File: config.mk
export PLATFORM = sky130hd
export DESIGN_NAME = coretest_bus_mux
export DESIGN_NICKNAME = d
export VERILOG_FILES = /design/src/rtl/coretest_bus_pkg.sv /design/src/rtl/coretest_bus_decode.sv /design/src/rtl/coretest_bus_mux.sv
export SDC_FILE = /design/constraint.sdc
export NUM_CORES = 1
export LEC_CHECK = 0
export ABC_AREA = 0
export BUFFER_PORTS_ARGS = -buffer_cell sky130_fd_sc_hd__buf_2
export CAP_MARGIN = 20
export CELL_PAD_IN_SITES_DETAIL_PLACEMENT = 1
export CELL_PAD_IN_SITES_GLOBAL_PLACEMENT = 2
export CORE_ASPECT_RATIO = 1.75
export CORE_MARGIN = 1
export CORE_UTILIZATION = 22
export DETAILED_ROUTE_END_ITERATION = 8
export PLACE_DENSITY = 0.74
export SKIP_CTS_REPAIR_TIMING = 1
export SLEW_MARGIN = 20
export SYNTH_ARGS = -nofsm -noshare
export SYNTH_HDL_FRONTEND = slang
export SYNTH_HIERARCHICAL = 1
export SYNTH_SLANG_ARGS = --single-unit
export TNS_END_PERCENT = 20
File: constraint.sdc
create_clock -name clk -period 1.3 [get_ports clk]
set_input_delay 0.195 -clock clk [delete_from_list [all_inputs] [get_ports clk]]
set_output_delay 0.195 -clock clk [all_outputs]
set_load 0.03 [all_outputs]
File: src/rtl/coretest_bus_pkg.sv
// rtl/coretest_bus_pkg.sv - shared types and constants for the coretest bus mux
package coretest_bus_pkg;

    typedef enum logic [1:0] {
        ST_IDLE  = 2'd0,
        ST_ISSUE = 2'd1,
        ST_RESP  = 2'd2
    } state_t;

    localparam int ADDR_W   = 16;
    localparam int DATA_W   = 32;
    localparam int PREFIX_W = 8;

    localparam logic [DATA_W-1:0]     UNMAPPED_RDATA      = 32'h0000_0000;
    localparam logic [4*PREFIX_W-1:0] DEFAULT_PREFIX_LIST = {8'h30, 8'h20, 8'h10, 8'h00};

endpackage

File: src/rtl/coretest_bus_decode.sv
// rtl/coretest_bus_decode.sv - address prefix to one-hot slave select, lowest index wins
module coretest_bus_decode
    import coretest_bus_pkg::*;
#(
    parameter int                           NUM_SLAVES  = 4,
    parameter logic [PREFIX_W*NUM_SLAVES-1:0] PREFIX_LIST = DEFAULT_PREFIX_LIST
) (
    input  logic [PREFIX_W-1:0]   i_prefix,
    output logic [NUM_SLAVES-1:0] o_sel,
    output logic                  o_hit
);

    // Scan downwards so the lowest matching index is the last one written.
    always_comb begin
        o_sel = '0;
        o_hit = 1'b0;
        for (int k = NUM_SLAVES - 1; k >= 0; k--) begin
            if (i_prefix == PREFIX_LIST[k*PREFIX_W +: PREFIX_W]) begin
                o_sel    = '0;
                o_sel[k] = 1'b1;
                o_hit    = 1'b1;
            end
        end
    end

endmodule

File: src/rtl/coretest_bus_mux.sv
// rtl/coretest_bus_mux.sv - registered coretest master-to-slaves decoder/mux; optional ACCESS_COUNT_EN counters
module coretest_bus_mux
    import coretest_bus_pkg::*;
#(
    parameter int                             NUM_SLAVES   = 4,
    parameter logic [PREFIX_W*NUM_SLAVES-1:0] PREFIX_LIST  = DEFAULT_PREFIX_LIST,
    parameter logic [PREFIX_W-1:0]            STATS_PREFIX = 8'hFF
) (
    input  logic                         clk,
    input  logic                         reset_n,
    input  logic                         m_cs,
    input  logic                         m_we,
    input  logic [ADDR_W-1:0]            m_address,
    input  logic [DATA_W-1:0]            m_write_data,
    output logic [DATA_W-1:0]            m_read_data,
    output logic                         m_error,
    output logic                         m_ack,
    output logic                         m_busy,
    output logic [NUM_SLAVES-1:0]        s_cs,
    output logic                         s_we,
    output logic [7:0]                   s_address,
    output logic [DATA_W-1:0]            s_write_data,
    input  logic [DATA_W*NUM_SLAVES-1:0] s_read_data,
    input  logic [NUM_SLAVES-1:0]        s_error
);

    state_t                  r_state;
    state_t                  w_next_state;
    logic                    r_we;
    logic [7:0]              r_addr;
    logic [DATA_W-1:0]       r_wdata;
    logic [NUM_SLAVES-1:0]   r_sel;
    logic                    r_hit;
    logic [DATA_W-1:0]       r_rdata;
    logic                    r_err;
    logic [NUM_SLAVES-1:0]   w_sel;
    logic                    w_hit;
    logic                    w_accept;
    logic                    w_is_stats;
    logic [DATA_W-1:0]       w_mux_rdata;
    logic                    w_mux_err;
    logic [DATA_W-1:0]       w_resp_rdata;
    logic                    w_resp_err;

    coretest_bus_decode #(
        .NUM_SLAVES  (NUM_SLAVES),
        .PREFIX_LIST (PREFIX_LIST)
    ) u_decode (
        .i_prefix (m_address[15:8]),
        .o_sel    (w_sel),
        .o_hit    (w_hit)
    );

    assign w_accept = (r_state == ST_IDLE) && m_cs;

`ifdef ACCESS_COUNT_EN
    logic              r_stats;
    logic [DATA_W-1:0] r_count [NUM_SLAVES];

    assign w_is_stats = (m_address[15:8] == STATS_PREFIX);
`else
    logic w_unused_stats;

    assign w_is_stats     = 1'b0;
    assign w_unused_stats = ^STATS_PREFIX;
`endif

    always_ff @(posedge clk or negedge reset_n) begin
        if (!reset_n) begin
            r_state <= ST_IDLE;
        end else begin
            r_state <= w_next_state;
        end
    end

    always_comb begin
        w_next_state = r_state;
        case (r_state)
            ST_IDLE:  if (m_cs) w_next_state = ST_ISSUE;
            ST_ISSUE: w_next_state = ST_RESP;
            ST_RESP:  w_next_state = ST_IDLE;
            default:  w_next_state = ST_IDLE;
        endcase
    end

    always_ff @(posedge clk or negedge reset_n) begin
        if (!reset_n) begin
            r_we    <= 1'b0;
            r_addr  <= '0;
            r_wdata <= '0;
            r_sel   <= '0;
            r_hit   <= 1'b0;
`ifdef ACCESS_COUNT_EN
            r_stats <= 1'b0;
`endif
        end else if (w_accept) begin
            r_we    <= m_we;
            r_addr  <= m_address[7:0];
            r_wdata <= m_write_data;
            // The stats window never reaches a slave, even if a slave shares its prefix.
            r_sel   <= w_is_stats ? '0 : w_sel;
            r_hit   <= w_hit && !w_is_stats;
`ifdef ACCESS_COUNT_EN
            r_stats <= w_is_stats;
`endif
        end
    end

    always_comb begin
        w_mux_rdata = '0;
        w_mux_err   = 1'b0;
        for (int k = 0; k < NUM_SLAVES; k++) begin
            if (r_sel[k]) begin
                w_mux_rdata = w_mux_rdata | s_read_data[k*DATA_W +: DATA_W];
                w_mux_err   = w_mux_err | s_error[k];
            end
        end
    end

    always_comb begin
        w_resp_rdata = UNMAPPED_RDATA;
        w_resp_err   = 1'b1;
        if (r_hit) begin
            w_resp_rdata = r_we ? '0 : w_mux_rdata;
            w_resp_err   = w_mux_err;
        end
`ifdef ACCESS_COUNT_EN
        if (r_stats) begin
            w_resp_rdata = '0;
            w_resp_err   = !r_we;
            if (!r_we) begin
                for (int k = 0; k < NUM_SLAVES; k++) begin
                    if (r_addr == 8'(k)) begin
                        w_resp_rdata = r_count[k];
                        w_resp_err   = 1'b0;
                    end
                end
            end
        end
`endif
    end

    always_ff @(posedge clk or negedge reset_n) begin
        if (!reset_n) begin
            r_rdata <= '0;
            r_err   <= 1'b0;
        end else if (r_state == ST_ISSUE) begin
            r_rdata <= w_resp_rdata;
            r_err   <= w_resp_err;
        end else if (r_state == ST_RESP) begin
            r_rdata <= '0;
            r_err   <= 1'b0;
        end
    end

`ifdef ACCESS_COUNT_EN
    always_ff @(posedge clk or negedge reset_n) begin
        if (!reset_n) begin
            for (int k = 0; k < NUM_SLAVES; k++) r_count[k] <= '0;
        end else if (r_state == ST_ISSUE) begin
            for (int k = 0; k < NUM_SLAVES; k++) begin
                if (r_stats && r_we) begin
                    r_count[k] <= '0;
                end else if (r_sel[k] && (r_count[k] != 32'hFFFF_FFFF)) begin
                    r_count[k] <= r_count[k] + 32'd1;
                end
            end
        end
    end
`endif

    assign s_cs         = (r_state == ST_ISSUE) ? r_sel : '0;
    assign s_we         = r_we;
    assign s_address    = r_addr;
    assign s_write_data = r_wdata;
    assign m_read_data  = r_rdata;
    assign m_error      = r_err;
    assign m_ack        = (r_state == ST_RESP);
    assign m_busy       = (r_state != ST_IDLE);

endmodule

==> flow_summary.json <==
{
  "synthMuxAreaShare_pct": 13.6,
  "critPathSlowestCell": "dfrtp_1",
  "required_ns": 1.11,
  "cts_root_buf": "clkbuf_16",
  "worstRegToRegCells": 6,
  "synth.net_count": 501,
  "port_buffers": 263,
  "clock_path_buffers": 2,
  "synth_xor_area_share_pct": 0,
  "grt_antenna_before_repair": 0,
  "rr_endpoint": "s_write_data[27]",
  "place_congestion": 0.760,
  "hp-start": "m_write_data[10]",
  "dp_hpwl_mm": 11.4,
  "slew_headroom_pct": 76.5,
  "hold_depth": 2,
  "drc_errors": 0,
  "finalHoldViolations": 0,
  "syn_area_um2": 4020,
  "tritoncts": "built",
  "diodes": 0,
  "setup_tns_ns": -11.94,
  "drive_gt1_share_pct": 70.8,
  "rsz0062_at_grt": "yes",
  "outcome": "finished with violations",
  "grt_pass1_wl_mm": 22.5,
  "placedCellCount": 809,
  "synth_seq_cells": 81,
  "clock-sinks": 81,
  "yosysWarnings": 6,
  "cp-end-kind": "output pin",
  "synth_area_leaders": "dfrtp_1 50%, mux2_2 10%, a221oi_2 8.2%",
  "pwr_density_cell_nw_per_um2": 1810,
  "die_w_um": 104,
  "grt_util_all_layers_pct": 15.4,
  "wl_mm": 15.3,
  "area_growth_pct": 63.7,
  "h-tree-depth": 3,
  "fin_cells": 837,
  "drt_pass1_iterations": 8,
  "failed_checks": "setup timing",
  "worst_setup_path_start_kind": "register",
  "syn_area_per_cell_um2": 12.8,
  "synth_top_area_share_pct": 50.5,
  "critPathKind": "reg -> out",
  "crit_family": "buffers and inverters",
  "worst_path_most_repeated_cell": "buf_6",
  "timing.final.crit_share_pct": 120,
  "final_util_pct": 36.6,
  "worstPathBufferInverterCount": 5,
  "fmax_mhz": 642,
  "vias": 3820,
  "ys_seq_area_share_pct": 50.5,
  "drtAntennaViolNets": 0,
  "synth_top_family_by_area": "compound AO/OA/AOI/OAI gates",
  "max_stage_delay_ns": 0.40,
  "die_area_um2": 18800,
  "viasPerCell": 4.56,
  "layout_min_cycle_time_ns": 1.56,
  "start_util_pct": 22.3,
  "crit_chain": "inv_2 -> buf_6 -> ha_4 -> buf_6 -> inv_2 -> buf_6",
  "r2r_start": "r_state[1]",
  "crit_path_max_fanout": 3,
  "synth.largest_area_cell": "dfrtp_1",
  "cts_buffers": 9,
  "drv_cap": 0,
  "synth_cells": 313,
  "worstPathArrival_ns": 1.36,
  "ios": 264,
  "yosys.area_share.simple_pct": 2.99,
  "clock_latency_ns": 0.33,
  "slew_viol_final": 0,
  "r2r_setup_slack_ns": -0.17,
  "layout_setup_ws_ns": -0.257,
  "setup_viol": 86,
  "synthAdderAreaFrac_pct": 1.25,
  "grt_pass1_vias": 4186,
  "grt_max_degree": 58,
  "nNetsFinal": 786,
  "vdd_drop_max_mv": 0.910,
  "row_count": 65,
  "skew_ns": 0.0110,
  "hold_path_class": "in -> reg",
  "drtIter0Drc": 103,
  "clk_pin_slew_worst_paths_ns": 0.07,
  "die_y_um": 181,
  "core-area_um2": 18000,
  "ys_types": 29,
  "worstMarginPinSlew_ns": 0.352,
  "p_leak_nw": 3.17,
  "wl_per_cell_um": 18.3,
  "synth_compound_area_share_pct": 23.1,
  "grt_overflow": 0,
  "holdPathEnd": "s_write_data[10]"
}
-- worst max-delay path by stage --
stage            startpoint              end  slack, ns  cells past startpoint
2_1_floorplan    r_state[0]  m_read_data[30]      -0.05                      6
3_3_place_gp       r_sel[2]  m_read_data[23]      -0.09                      3
3_5_place_dp   m_address[9]         r_sel[2]      -0.15                      4
4_1_cts          r_state[1]          s_cs[3]      -0.41                      5
5_1_grt          r_state[1]          s_cs[2]      -0.31                      5
6_report         r_state[1]           m_busy      -0.26                      6
-- cells in the mapped netlist, drive strengths merged --
master / count
clkbuf: 3
nand4b: 1
nor3: 1
a221oi: 32
and2: 4
or4: 1
a222oi: 1
buf: 24
mux2: 46
o21ai: 2
a41oi: 1
nor4: 2
nand2: 5
dfrtp: 81
a22o: 32
o22ai: 32
nand2b: 1
inv: 36
nor4b: 1
mux2i: 1
nor2: 1
or2: 1
ha: 4
-- stage by stage --
stage	worst slack [ns]	power, mW	area [µm²]	hold slack (ns)
floorplan	-0.0535	6.67	4060	-0.101
global placement	-0.0875	8.41	5770	0.210
detailed placement	-0.150	8.57	5770	0.213
CTS	-0.414	11.5	6100	-0.154
global route	-0.305	12.5	6570	0.0718
finish	-0.257	11.9	6570	0.0913
-- sequential cells by signal, summed over array words and instances (netlist names) --
name and count:
s_write_data 32, s_address 8, r_hit 1, m_read_data 32
m_error 1, r_sel 4, r_state 2, s_we 1
-- cells in the final DEF, fill, tap and decap left out, types with 2 or more instances in the layout --
cell	Yosys	layout
inv_8	0	2
nor4_1	2	2
buf_6	12	10
o21ai_1	0	2
ha_1	4	2
nand2_1	4	3
a221oi_1	10	7
o22ai_1	32	8
clkbuf_16	0	12
and2_4	0	4
inv_6	0	2
o22ai_4	0	3
ha_4	0	2
a22o_1	32	32
buf_4	1	18
bufinv_16	0	2
dfrtp_1	81	79
inv_2	0	3
buf_2	11	256
inv_1	36	33
o22ai_2	0	21
a221oi_2	22	24
buf_12	0	12
mux2_4	5	8
mux2_2	37	37
-- cell families (layout without fill, tap and decap cells) --
kind of cell,count (synthesis),count (layout)
adders and majority gates,4,4
buffers and inverters,63,353
DFF,81,81
AOI/OAI and AO/OA,100,100
and+or+nand+nor,18,18
muxes,47,47
-- routing by layer --
| layer | GRT usage (%) | part of all wire, % | up-vias | routed length, µm |
|---|---|---|---|---|
| met5 | 0 | 0 | - | 0 |
| met4 | 5.83 | 1.7 | 0 | 263 |
| met3 | 2.42 | 3.9 | 18 | 600 |
| met2 | 29.9 | 58 | 156 | 8890 |
| met1 | 16.2 | 36 | 1891 | 5590 |
| li1 | - | - | 1755 | - |
-- report_power, final --
part | switching, mW | total [mW] | internal (mW)
clock network | 1.12 | 2.84 | 1.72
registers | 0.368 | 3.59 | 3.23
logic | 3.21 | 5.45 | 2.24
total | 4.69 | 11.9 | 7.19
-- layout make-up --
type / count / area (µm²)
Fill cell: 2041 / 11400
Multi-Input combinational cell: 169 / 1910
Tap cell: 234 / 293
Inverter: 36 / 135
Sequential cell: 81 / 2030
Clock buffer: 9 / 225
Timing Repair Buffer: 301 / 1870
Clock inverter: 7 / 108
(Power assumes the default switching activity.)
